<file path="config.mk">
export PLATFORM = sky130hd
export DESIGN_NAME = mac_op_driver
export DESIGN_NICKNAME = d
export VERILOG_FILES = /design/src/rtl/mac_op_driver.sv
export SDC_FILE = /design/constraint.sdc
export NUM_CORES = 1
export LEC_CHECK = 0
export ABC_AREA = 1
export ABC_CLOCK_PERIOD_IN_PS = 2100
export BUFFER_PORTS_ARGS = -buffer_cell sky130_fd_sc_hd__buf_2
export CORE_MARGIN = 10
export CORE_UTILIZATION = 35
export DETAILED_ROUTE_END_ITERATION = 16
export SLEW_MARGIN = 0
export SYNTH_ARGS = -nofsm -noshare
export SYNTH_HDL_FRONTEND = slang
export SYNTH_SLANG_ARGS = --single-unit
export TNS_END_PERCENT = 5
</file>
<file path="constraint.sdc">
create_clock -name clk -period 2.1 [get_ports clk]
set_input_delay 0.21 -clock clk [delete_from_list [all_inputs] [get_ports clk]]
set_output_delay 0.21 -clock clk [all_outputs]
set_load 0.01 [all_outputs]
</file>
<file path="src/rtl/mac_op_driver.sv">
// Initiator-side sequencer for the mac unit: buffers operand pairs in a FIFO,
// issues them over the start/finish handshake and holds each result for a consumer.
module mac_op_driver #(
    parameter int unsigned DEPTH   = 4,
    parameter int unsigned OP_W    = 8,
    parameter int unsigned RC_W    = 20,
    parameter int unsigned TIMEOUT = 64
) (
    input  logic                     clk,
    input  logic                     rst_n,
    input  logic                     in_valid,
    output logic                     in_ready,
    input  logic [OP_W-1:0]          in_a,
    input  logic [OP_W-1:0]          in_b,
    output logic [OP_W-1:0]          op_a,
    output logic [OP_W-1:0]          op_b,
    output logic                     start,
    input  logic                     finish,
    input  logic [RC_W-1:0]          rc,
    output logic                     res_valid,
    input  logic                     res_ready,
    output logic [RC_W-1:0]          res_data,
    output logic                     timeout_err,
    input  logic                     err_clr,
    output logic                     busy,
    output logic [$clog2(DEPTH):0]   fill
);

    localparam int unsigned AW = $clog2(DEPTH);
    localparam int unsigned FW = AW + 1;
    localparam int unsigned TW = $clog2(TIMEOUT) + 1;

    typedef enum logic [1:0] {
        S_IDLE,
        S_ISSUE,
        S_DONE
    } state_t;

    state_t            state;
    logic [OP_W-1:0]   mem_a [DEPTH];
    logic [OP_W-1:0]   mem_b [DEPTH];
    logic [AW-1:0]     rd_ptr;
    logic [AW-1:0]     wr_ptr;
    logic [TW-1:0]     tcnt;
    logic              push;
    logic              pop;
    logic              tmo_hit;

    assign in_ready = (fill != FW'(DEPTH));
    assign push     = in_valid && in_ready;
    assign tmo_hit  = (tcnt == TW'(TIMEOUT - 1));
    // The head leaves only when ISSUE exits, so operands stay stable for the whole request
    assign pop      = (state == S_ISSUE) && (finish || tmo_hit);
    assign op_a     = mem_a[rd_ptr];
    assign op_b     = mem_b[rd_ptr];
    assign busy     = (state != S_IDLE) || (fill != '0);

    // Operand FIFO: power-of-two depth lets the pointers wrap naturally
    always_ff @(posedge clk or negedge rst_n) begin
        if (!rst_n) begin
            for (int unsigned i = 0; i < DEPTH; i++) begin
                mem_a[i] <= '0;
                mem_b[i] <= '0;
            end
            rd_ptr <= '0;
            wr_ptr <= '0;
            fill   <= '0;
        end else begin
            if (push) begin
                mem_a[wr_ptr] <= in_a;
                mem_b[wr_ptr] <= in_b;
                wr_ptr        <= wr_ptr + AW'(1);
            end
            if (pop) begin
                rd_ptr <= rd_ptr + AW'(1);
            end
            case ({push, pop})
                2'b10:   fill <= fill + FW'(1);
                2'b01:   fill <= fill - FW'(1);
                default: fill <= fill;
            endcase
        end
    end

    // Issue sequencer, result register and sticky timeout flag
    always_ff @(posedge clk or negedge rst_n) begin
        if (!rst_n) begin
            state       <= S_IDLE;
            start       <= 1'b0;
            res_valid   <= 1'b0;
            res_data    <= '0;
            timeout_err <= 1'b0;
            tcnt        <= '0;
        end else begin
            if (err_clr) begin
                timeout_err <= 1'b0;
            end
            if (res_valid && res_ready) begin
                res_valid <= 1'b0;
            end
            case (state)
                S_IDLE: begin
                    if ((fill != '0) && !res_valid) begin
                        state <= S_ISSUE;
                        start <= 1'b1;
                        tcnt  <= '0;
                    end
                end
                S_ISSUE: begin
                    if (finish) begin
                        res_data  <= rc;
                        res_valid <= 1'b1;
                        start     <= 1'b0;
                        state     <= S_DONE;
                    end else if (tmo_hit) begin
                        start       <= 1'b0;
                        timeout_err <= 1'b1;
                        state       <= S_DONE;
                    end else begin
                        tcnt <= tcnt + TW'(1);
                    end
                end
                // One guaranteed low cycle of start on top of the DONE->IDLE cycle
                S_DONE:  state <= S_IDLE;
                default: state <= S_IDLE;
            endcase
        end
    end

endmodule

</file>
======== Yosys cells after proc, flatten, opt, wreduce, memory -nomap -nowiden ========
Index checks and enable logic that the tools add are counted.
Widths: inputs -> output; s select.
cells by class
  $add $sub $neg .......................... 5
  $lt $le $gt $ge ......................... 3
  eq/ne operators ......................... 9
  muxes and demuxes ....................... 30
  bitwise gates (word level) .............. 2
  reductions and logical operators ........ 17
operators by type and width
  operator             number
  $bwmux 32            2
  $mux 8               5
  $bmux 8 s2           2
  $mux 7               3
  $demux 8 s2          1
  $pmux 7 s2           1
  $mux 1               10
  $add 7x1->7 const B  1
  $eq 7x6->1 const B   1
  $ge 3x3->1 const B   2
  $mux 2               3
  $ne 2x2->1 const B   3
  $ne 3x3->1 const B   2
  $not 2->3            2
  $pmux 3 s2           1
  $reduce_bool 2->1    3
  $logic_and 1x1->1    5
  $add 2x1->2 const B  2
  $eq 2x1->1 const B   2
  $pmux 2 s2           1
  $reduce_and 2->1     2
  $reduce_and 4->1     1
  $add 3x1->3 const B  1
  $lt 3x1->1 const B   1
  8 further kinds      9
word-level totals
  register bits ........................... 103
  bits of input ports ..................... 42
  output and inout bits ................... 44

======== Longest topological paths before layout ========
Gate-level depths: netlist of the first run.
  depth in word-level cells ............... 6
  mapped depth ............................ 11
  depth with buffers taken out ............ 11

======== Least setup slack after synthesis of the first run ========
No wires, ideal clock.
  path kind ............................... reg2reg
  start ................................... register tcnt[0]
  end ..................................... register fill[2]
  library setup time ...................... 0.131 ns
  arrival time ............................ 1.887 ns
  setup slack ............................. 0.083 ns
  stages on the path, launching flop included .. 12
  period minus slack after synthesis ...... 2.017 ns
  cell sequence ........................... dfrtp_1 -> ha_1 -> nand2_1 -> nor2_2 -> nand3_1 -> nand2_2 -> ha_1 -> inv_1 -> fa_1 -> a21oi_1 -> o21ai_0 -> xor2_1
on the way
  cells in the longest elaborated chain, start to end .. 5
  elaborated cells on any way between the ends .. 7
  those cells by class .................... eq/ne: 3; mux: 1; reduce/logical: 3
RTL lines
  element                                          RTL line  RTL
  start, declared                                  44        logic [TW-1:0] tcnt;
  start signal, assigned                           120       tcnt <= tcnt + TW'(1);
  $eq 7x6->1 (*)                                   51        assign tmo_hit = (tcnt == TW'(TIMEOUT - 1));
  $logic_or 1x1->1 (*)                             53        assign pop = (state == S_ISSUE) && (finish || tmo_hit);
  $logic_and 1x1->1 (*)                            53
  named net pop                                    46        logic pop;
  $eq 2x1->1 or $eq 2x2->1 (tied branches)         77        case ({push, pop})
  $pmux 3 s2 or $reduce_bool 2->1 (tied branches)  -
  end signal, assigned                             78        2'b10: fill <= fill + FW'(1);
  end signal, assigned                             79        2'b01: fill <= fill - FW'(1);
  end signal, assigned                             80        default: fill <= fill;
  end, declared                                    26        output logic [$clog2(DEPTH):0] fill
Mark *: on every way through the listed nets, which the timed path passes. The rest lies on a longest branch.
A chain may end at the register's enable or synchronous reset.

======== Worst setup path in the final report of the first run ========
  start ................................... register tcnt[1]
  end ..................................... register fill[2]
The elaborated chain is that of the path after synthesis.

==> impl_metrics.toml, run 1 <==
[pwr]
p_leak_nw = 2.86
ir_worst_vdd_mv = 0.562
p_per_area_nw_per_um2 = 1560

[setup_path]
reg2regPathDepth = 11
critPathSlowestCell = "dfrtp_1"
cp_top_family = "adder cells"
crit_cells = 11
worstPathBufferInverterCount = 1
critPathCapture = "fill[2]$_DFFE_PN0P_"
worst_setup_path_startpoint = "tcnt[1]$_DFFE_PN0P_"
crit_required_ns = 2.32
critPathArrivalTime_ns = 2.20
start_kind = "flip-flop"
worstPathMaxFanout = 3
critPathMostFrequentCell = "nand2_2"
crit_path_end_kind = "flip-flop"
crit_path_cell_trace = "ha_2, nand2_2, nor2_2, nand3_2, nand2_2, ha_1, inv_1, fa_2, a21oi_1, o21ai_1, xor2_1"
rrSetupSlack_ns = 0.12
crit_type = "reg2reg"
timing.rr.end = "fill[2]$_DFFE_PN0P_"
cp_slowest_stage_delay_ns = 0.38
rr_startpoint = "tcnt[1]$_DFFE_PN0P_"

[clock_tree]
worstSkewPairLatency_ns = 0.33
cts_tree = "built"
clock-root-buffer = "clkbuf_16"
h-tree-depth = 3
clk_pin_slew_worst_paths_ns = 0.07
clock-sinks = 103
cts_made_buffers = 9
clock_path_buffers = 2

[synth]
synth_area_per_cell_um2 = 9.08
ys_ff_latch = 103
synth_area_leaders = "dfrtp_1 55%, nand2_1 11%, o21ai_2 4.8%"
yosysTopAreaCellShare_pct = 54.5
syn_area_um2 = 4730
yosys.area.top_type = "dfrtp_1"
postSynthNetCount = 570
ys_types = 27
postSynthCellCount = 521
ys_seq_area_share_pct = 54.5
yosysWarnings = 0

[finish]
nets = 656
fin_util_pct = 42.5
drive_above_1_share_pct = 26.5
syn2layout_area_growth_pct = 19.1
final_common_cell = "nand2_1"
final_cell_mix = "134 x nand2_1, 103 x dfrtp_1, 84 x buf_2"

[placement]
routabilityCongestion = 0.774
portBuffers = 85
dp_hpwl_um = 7780

[outcome]
status = "finished, final reports clean"

[detailed_routing]
drtAntennaViolNets = 0
drtPass1Iterations = 4
drt_iter0_markers = 261
vias_per_cell = 4.75
vias = 3748
drcViolationCount = 0
wl_per_cell_um = 14.3
drt_wl_total_um = 11300

[floorplanning]
coreArea_um2 = 13200
start_util_pct = 35.7
die_w_um = 136
die_area_um2 = 18600
rows = 42
io_pins = 86
fp.dieH_um = 136

[timing]
slew-limit-headroom_pct = 70.8
fmax_ghz = 0.504
finalSetupTns_ns = 0
period_share_pct = 94.5
tightest_slew_ns = 0.438
slew_violations = 0
finalHoldViolCount = 0
clock_skew_ns = 0.00808
holdWs_ns = 0.0503
finalCriticalPeriod_ns = 1.98
setup_violations = 0

[global_routing]
grt_pass1_vias = 3716
gr-total-overflow = 0
grt_pass1_wl_um = 18700
grt_max_degree = 55
antenna_found_initial = 1
grt_use_total_pct = 12.3

[run]
maxCapViolations = 0

[hold_path]
worstHoldPathType = "in2reg"
==> report_power, final <==
part	leakage, nW	total, mW	switching [mW]	internal, mW
sequential	1.30	3.33	0.480	2.85
clock	0.146	1.66	0.702	0.957
combinational	1.42	3.77	2.32	1.45
==> cell families after synthesis <==
| logic type | after synthesis | synth area share (%) |
|---|---|---|
| and+or+nand+nor | 224 | 20.0 |
| xor gates and xnor gates | 4 | 0.741 |
| AOI/OAI and AO/OA | 122 | 15.4 |
| buffers and inverters | 61 | 7.28 |
| DFF | 103 | 54.5 |
| adders and majority gates | 7 | 2.01 |
==> Yosys cell counts <==
cell type / count
a21oi_1: 3
buf_2: 8
buf_4: 1
buf_6: 12
clkbuf_1: 6
clkbuf_2: 1
dfrtp_1: 103
fa_1: 1
ha_1: 6
inv_1: 28
inv_2: 3
inv_4: 1
inv_8: 1
nand2_1: 135
nand2_2: 2
nand2_4: 6
nand3_1: 30
nand3_4: 1
nand4_1: 1
nor2_1: 48
nor2_2: 1
o21ai_0: 38
o21ai_1: 38
o21ai_2: 26
o22ai_1: 17
xnor2_1: 1
xor2_1: 3
==> registers in the layout, indices dropped and copies added (netlist names) <==
| signal | cells |
|---|---|
| mem_a | 32 |
| start | 1 |
| timeout_err | 1 |
| res_valid | 1 |
| mem_b | 32 |
| res_data | 20 |
| state | 2 |
| fill | 3 |
| rd_ptr | 2 |
| wr_ptr | 2 |
| tcnt | 7 |
==> repair_timing <==
action / CTS / global route
hold buffers: 1 / 0
buffers inserted: 0 / 2
setup endpoints to repair: 0 / 1
gates resized for setup: 0 / 5
endpoints found under the hold margin: 27 / 0
==> metal layers <==
metal / up-vias / GRT usage (%) / share of wire (%)
li1: 1879 / - / -
met1: 1779 / 15.7 / 44
met2: 88 / 19.1 / 48
met3: 2 / 5.13 / 7.7
met4: 0 / 2.49 / 0.15
met5: - / 0 / 0
==> final cells by class <==
cell class / instances / area [um^2]
diodes: 1 / 2.50
flip-flops and latches: 103 / 2580
repair buffers: 103 / 578
well taps: 176 / 220
clock buffers: 11 / 243
fillers: 1348 / 7610
clock inverters: 5 / 56.3
multi-input cells: 357 / 1820
inverters: 33 / 134
==> worst min path at each step <==
stage / from / endpoint / slack [ns] / cells after the start
detailed placement: rst_n / mem_b[2]$_DFFE_PN0P_ / 0.16 / 1
CTS: res_ready / res_valid$_DFF_PN0_ / 0.04 / 2
global route: err_clr / timeout_err$_DFF_PN0_ / 0.03 / 2
floorplan: rst_n / fill[0]$_DFFE_PN0P_ / -0.09 / 0
global placement: rst_n / mem_b[2]$_DFFE_PN0P_ / 0.16 / 1
finish: res_ready / res_valid$_DFF_PN0_ / 0.05 / 2
==> through the flow <==
| step | power (mW) | cell area [um^2] | setup WS (ns) | cells |
|---|---|---|---|---|
| after global placement | 7.07 | 5290 | 0.0671 | 769 |
| final | 8.76 | 5630 | 0.115 | 789 |
| after global routing | 9.55 | 5630 | -0.0119 | 788 |
| after floorplan | 5.93 | 4730 | 0.0826 | 521 |
| after CTS | 8.91 | 5600 | 0.0139 | 786 |
| after detailed placement | 7.19 | 5290 | 0.0314 | 769 |
(Power assumes the default switching activity.)
==> run 2, diff against run 1 <==
- BUFFER_PORTS_ARGS: -buffer_cell sky130_fd_sc_hd__buf_2 -> -buffer_cell sky130_fd_sc_hd__buf_4
- CORE_ASPECT_RATIO: not set -> 0.75
==> run 2 against run 1 <==
  * Clock power grew 14%
  * Sequential share of layout area fell by 2.0 points
  * Fmax shrank 0.65%
  * Combinational power is 9.8% higher
  * Global-route usage grew 0.32 points
  * Critical path type is now reg2out
==> impl_metrics.toml, run 2 (synthesized netlist as in run 1, its figures left out) <==
[hold_path]
min_path_cells = 2
worstHoldPathType = "in2reg"

[timing]
fin_ws_ns = 0.102
period_share_pct = 95.1
setup_violations = 0
finalCriticalPeriod_ns = 2.00
finalHoldViolCount = 0
tightest_slew_ns = 0.604
holdWs_ns = 0.0467
clock_skew_ns = 0.00711
fmax_ghz = 0.501
slew-limit-headroom_pct = 59.7
finalSetupTns_ns = 0
slew_violations = 0

[setup_path]
worstPathBufferInverterCount = 2
cp_top_family = "buffers and inverters"
crit_path_end_kind = "output port"
crit_required_ns = 1.89
crit_path_cell_trace = "inv_1, o21ai_0, o22ai_1, buf_4"
critPathSlowestCell = "inv_1"
start_kind = "flip-flop"
critPathArrivalTime_ns = 1.79
rrSetupSlack_ns = 0.11
timing.rr.end = "fill[2]$_DFFE_PN0P_"
worstPathMaxFanout = 17
critPathCapture = "op_b[6]"
cp_slowest_stage_delay_ns = 0.45
rr_startpoint = "tcnt[1]$_DFFE_PN0P_"
crit_cells = 4
reg2regPathDepth = 11
crit_type = "reg2out"
worst_setup_path_startpoint = "rd_ptr[1]$_DFFE_PN0P_"

[global_routing]
antenna_found_initial = 0
grt_pass1_wl_um = 19400
gr-total-overflow = 0
grt_pass1_vias = 3668
grt_max_degree = 49
grt_use_total_pct = 12.6

[placement]
portBuffers = 85
dp_slack_ns = -0.000317
placed_area_um2 = 5480
routabilityCongestion = 0.831
dp_hpwl_um = 8100

[finish]
fin_util_pct = 44.9
postLayoutCellArea_um2 = 5880
nets = 655
drive_above_1_share_pct = 26.2
biggestRegsByFlops = "mem_a: 32 flops, mem_b: 32 flops, res_data: 20 flops"
final_common_cell = "nand2_1"
insertedDiodeCount = 0
syn2layout_area_growth_pct = 24.5
final_cell_mix = "134 x nand2_1, 103 x dfrtp_1, 100 x buf_4"

[clock_tree]
cts_tree = "built"
worstSkewPairLatency_ns = 0.34
clock-root-buffer = "clkbuf_16"
clock-sinks = 103
clk_pin_slew_worst_paths_ns = 0.07
h-tree-depth = 3
cts_made_buffers = 9
clock_path_buffers = 2

[floorplanning]
start_util_pct = 36.1
coreArea_um2 = 13100
io_pins = 86
fp.dieH_um = 121
rows = 36
die_w_um = 154
die_area_um2 = 18600

[pwr]
combPwrFrac_pct = 44.2
clkPwrFrac_pct = 20.2
switchingPower_mw = 3.61
seqPwrFrac_pct = 35.6
switching_share_pct = 38.5
ir_worst_vdd_mv = 0.900
p_int_mw = 5.76
p_per_area_nw_per_um2 = 1590
p_leak_nw = 2.95

[run]
maxCapViolations = 0

[detailed_routing]
drt_wl_total_um = 11900
vias_per_cell = 4.79
drtPass1Iterations = 5
vias = 3748
drt_iter0_markers = 213
drcViolationCount = 0
drtAntennaViolNets = 0
wl_per_cell_um = 15.2

[outcome]
status = "finished, final reports clean"
## run 2: cell types whose count changed in the layout (fill, tap and decap cells not counted), moves of 2 or more
cell,previous run,this run
buf_4,17,100
bufinv_16,1,3
buf_2,84,0
clkinv_2,2,0
## run 2: timing repair
action | 4_1_cts | 5_1_grt
endpoints found under the hold margin | 42 | 0
pin swaps | 0 | 3
hold buffers | 1 | 0
setup endpoints to repair | 1 | 1
resized for setup | 1 | 6
setup buffers | 1 | 2
## run 2: worst min path at each step
stage	from	to	slack, ns
final	res_ready	res_valid$_DFF_PN0_	0.05
after floorplan	rst_n	fill[0]$_DFFE_PN0P_	-0.09
after global placement	rst_n	mem_b[1]$_DFFE_PN0P_	0.25
after CTS	res_ready	res_valid$_DFF_PN0_	0.04
after global routing	res_ready	res_valid$_DFF_PN0_	0.04
after detailed placement	rst_n	mem_b[1]$_DFFE_PN0P_	0.26
## run 2: worst register-to-register path: cells and delay by family (launching register included)
kind | cells | cell delay, ns
and+or+nand+nor | 4 | 0.36
DFF | 1 | 0.40
adders and majority gates | 3 | 0.65
xor gates and xnor gates | 1 | 0.15
buffers and inverters | 1 | 0.07
AOI/OAI and AO/OA | 2 | 0.23
## run 2: stage by stage
step | power (mW) | cells
floorplan | 5.93 | 521
global placement | 7.40 | 762
detailed placement | 7.50 | 762
CTS | 9.45 | 780
global route | 10.1 | 782
finish | 9.37 | 782
## run 2: power by group through the flow
stage	clock network, mW	logic (mW)	registers [mW]
6_report	1.90	4.14	3.33
5_1_grt	2.02	4.67	3.43
4_1_cts	1.95	4.18	3.32
3_5_place_dp	0	4.16	3.35
3_3_place_gp	0	4.09	3.31
2_1_floorplan	0	2.58	3.36
## run 2: cell type report
class                           count  area (um^2)
Clock inverter                      5          106
Inverter                           33          134
Timing Repair Buffer              102          781
Fill cell                        1268         7220
Tap cell                          171          214
Clock buffer                       11          233
Sequential cell                   103         2580
Multi-Input combinational cell    357         1840
## run 2: layer usage
layer	share of wire, %	wire, um	track usage (%)
met1	48	5710	17.2
met2	45	5390	19.0
met3	5.4	642	3.54
met4	0.93	110	3.89
met5	0	0	0
==> run 3, diff against run 2 <==
- BUFFER_PORTS_ARGS: -buffer_cell sky130_fd_sc_hd__buf_4 -> -buffer_cell sky130_fd_sc_hd__buf_2
==> run 3 against run 2 <==
  * Power fell by 1.1%
  * First-iteration DRC count rose by 22%
  * Cell count fell by 0.38%
  * Sequential cell count did not move
  * Setup slack improved by 0.0061 ns
  * Sequential power barely moved
  * Critical path type is now reg2reg
==> impl_metrics.toml, run 3 (synthesized netlist as in run 1, its figures left out) <==
[global_routing]
grt_pass1_wl_um = 19400
grt_max_degree = 49
gr-total-overflow = 0
antenna_found_initial = 0
grt_pass1_vias = 3746
grt_use_total_pct = 12.5

[detailed_routing]
wl_per_cell_um = 15.0
drt_iter0_markers = 259
drtAntennaViolNets = 0
drtPass1Iterations = 4
drcViolationCount = 0
drt_wl_total_um = 11700
vias_per_cell = 4.81
vias = 3750

[timing]
slew-limit-headroom_pct = 57.1
tightest_slew_ns = 0.644
setup_violations = 0
finalHoldViolCount = 0
finalCriticalPeriod_ns = 1.99
rsz0062_at_grt = "true"
slew_violations = 0
clock_skew_ns = 0.00758
fmax_ghz = 0.502
period_share_pct = 94.8

[clock_tree]
worstSkewPairLatency_ns = 0.35
clock-sinks = 103
cts_tree = "built"
clock_path_buffers = 2
clock-root-buffer = "clkbuf_16"
clk_pin_slew_worst_paths_ns = 0.07
cts_made_buffers = 9
h-tree-depth = 3

[floorplanning]
die_area_um2 = 18600
io_pins = 86
fp.dieH_um = 121
rows = 36
die_w_um = 154
start_util_pct = 36.1
coreArea_um2 = 13100

[finish]
nets = 652
fin_cells = 779
fin_util_pct = 43.5
final_cell_mix = "134 x nand2_1, 103 x dfrtp_1, 84 x buf_2"
insertedDiodeCount = 0
syn2layout_area_growth_pct = 20.5
final_common_cell = "nand2_1"
biggestRegsByFlops = "mem_a: 32 flops, mem_b: 32 flops, res_data: 20 flops"
n_fill_cell = 1249
drive_above_1_share_pct = 26.6

[setup_path]
crit_required_ns = 2.33
critPathArrivalTime_ns = 2.22
crit_path_end_kind = "flip-flop"
start_kind = "flip-flop"
crit_type = "reg2reg"
worstPathMaxFanout = 3

[pwr]
clkPwrFrac_pct = 23.3
switching_share_pct = 38.8
p_per_area_nw_per_um2 = 1630
combPwrFrac_pct = 41.0
p_int_mw = 5.67
p_leak_nw = 2.88
switchingPower_mw = 3.60
p_total_mw = 9.27
ir_worst_vdd_mv = 0.571
seqPwrFrac_pct = 35.7

[hold_path]
worstHoldPathType = "in2reg"

[placement]
routabilityCongestion = 0.835
portBuffers = 85
dp_hpwl_um = 8120
post-place-cells = 761

[outcome]
status = "finished, final reports clean"

[run]
maxCapViolations = 0
[run 3: cell types whose count changed in the layout (fill, tap and decap cells not counted), sizes merged]
cell | before | now
clkinvlp | 1 | 2
clkbuf | 11 | 9
clkinv | 1 | 0
buf | 101 | 98
bufinv | 3 | 5
[run 3: power by group through the flow]
stage               logic [mW]  registers (mW)  clock network, mW
floorplan                 2.58            3.36                  0
global placement          3.75            3.30                  0
detailed placement        3.81            3.34                  0
CTS                       3.83            3.31               2.20
global route              4.32            3.42               2.29
finish                    3.80            3.31               2.16
[run 3: per-stage QoR]
| stage | cell area (um^2) | setup TNS, ns | worst slack, ns | hold slack, ns |
|---|---|---|---|---|
| 6_report | 5700 | 0 | 0.108 | 0.0452 |
| 4_1_cts | 5670 | 0 | 0.00106 | 0.0326 |
| 5_1_grt | 5700 | -0.0380 | -0.0380 | 0.0350 |
| 3_5_place_dp | 5260 | 0 | 0.0160 | 0.276 |
| 2_1_floorplan | 4730 | 0 | 0.0826 | -0.0856 |
| 3_3_place_gp | 5260 | 0 | 0.0461 | 0.266 |
[run 3: repair_timing]
item	4_1_cts	5_1_grt
hold buffers	1	0
endpoints found under the hold margin	45	0
pin swaps	0	3
setup buffers	0	1
gates resized for setup	1	8
endpoints found under the setup margin	1	3
[run 3: path summary, 6_finish.rpt]
path | cells after the start | start | slack [ns] | to
worst max-delay path | 11 | tcnt[0]$_DFFE_PN0P_ | 0.11 | fill[2]$_DFFE_PN0P_
worst min-delay path | 2 | res_ready | 0.05 | res_valid$_DFF_PN0_
worst max register to register | 11 | tcnt[0]$_DFFE_PN0P_ | 0.11 | fill[2]$_DFFE_PN0P_
worst min register to register | 2 | res_data[7]$_DFFE_PN0P_ | 0.47 | res_data[7]$_DFFE_PN0P_
max in group asynchronous | 3 | rst_n | 0.95 | fill[1]$_DFFE_PN0P_
min in group asynchronous | 2 | rst_n | 0.42 | mem_b[8]$_DFFE_PN0P_
[run 3: per-layer routing]
layer	routed length [um]	global-route usage [%]
met2	5450	19.6
met1	5550	16.8
met3	539	3.19
met5	0	0
met4	131	3.59
[run 3: area by class of cell]
| class | count | area, um^2 | share of cell area [%] |
|---|---|---|---|
| sequential | 103 | 2580 | 45.2 |
| tap | 171 | 214 | 3.76 |
| inverter | 33 | 138 | 2.42 |
| clock buffer | 9 | 225 | 3.95 |
| multi-input combinational | 357 | 1830 | 32.1 |
| timing repair buffer | 99 | 548 | 9.62 |
| clock inverter | 7 | 166 | 2.92 |
[run 3: critical path, cell delays in order (launching register included)]
cell and delay, ns:
dfrtp_1 0.36, ha_2 0.20, nand2_2 0.08, nor2_4 0.13, nand3_2 0.09, nand2_2 0.09, ha_1 0.16, inv_2 0.06
fa_2 0.37, a21oi_2 0.13, o21ai_1 0.08, xor2_1 0.14
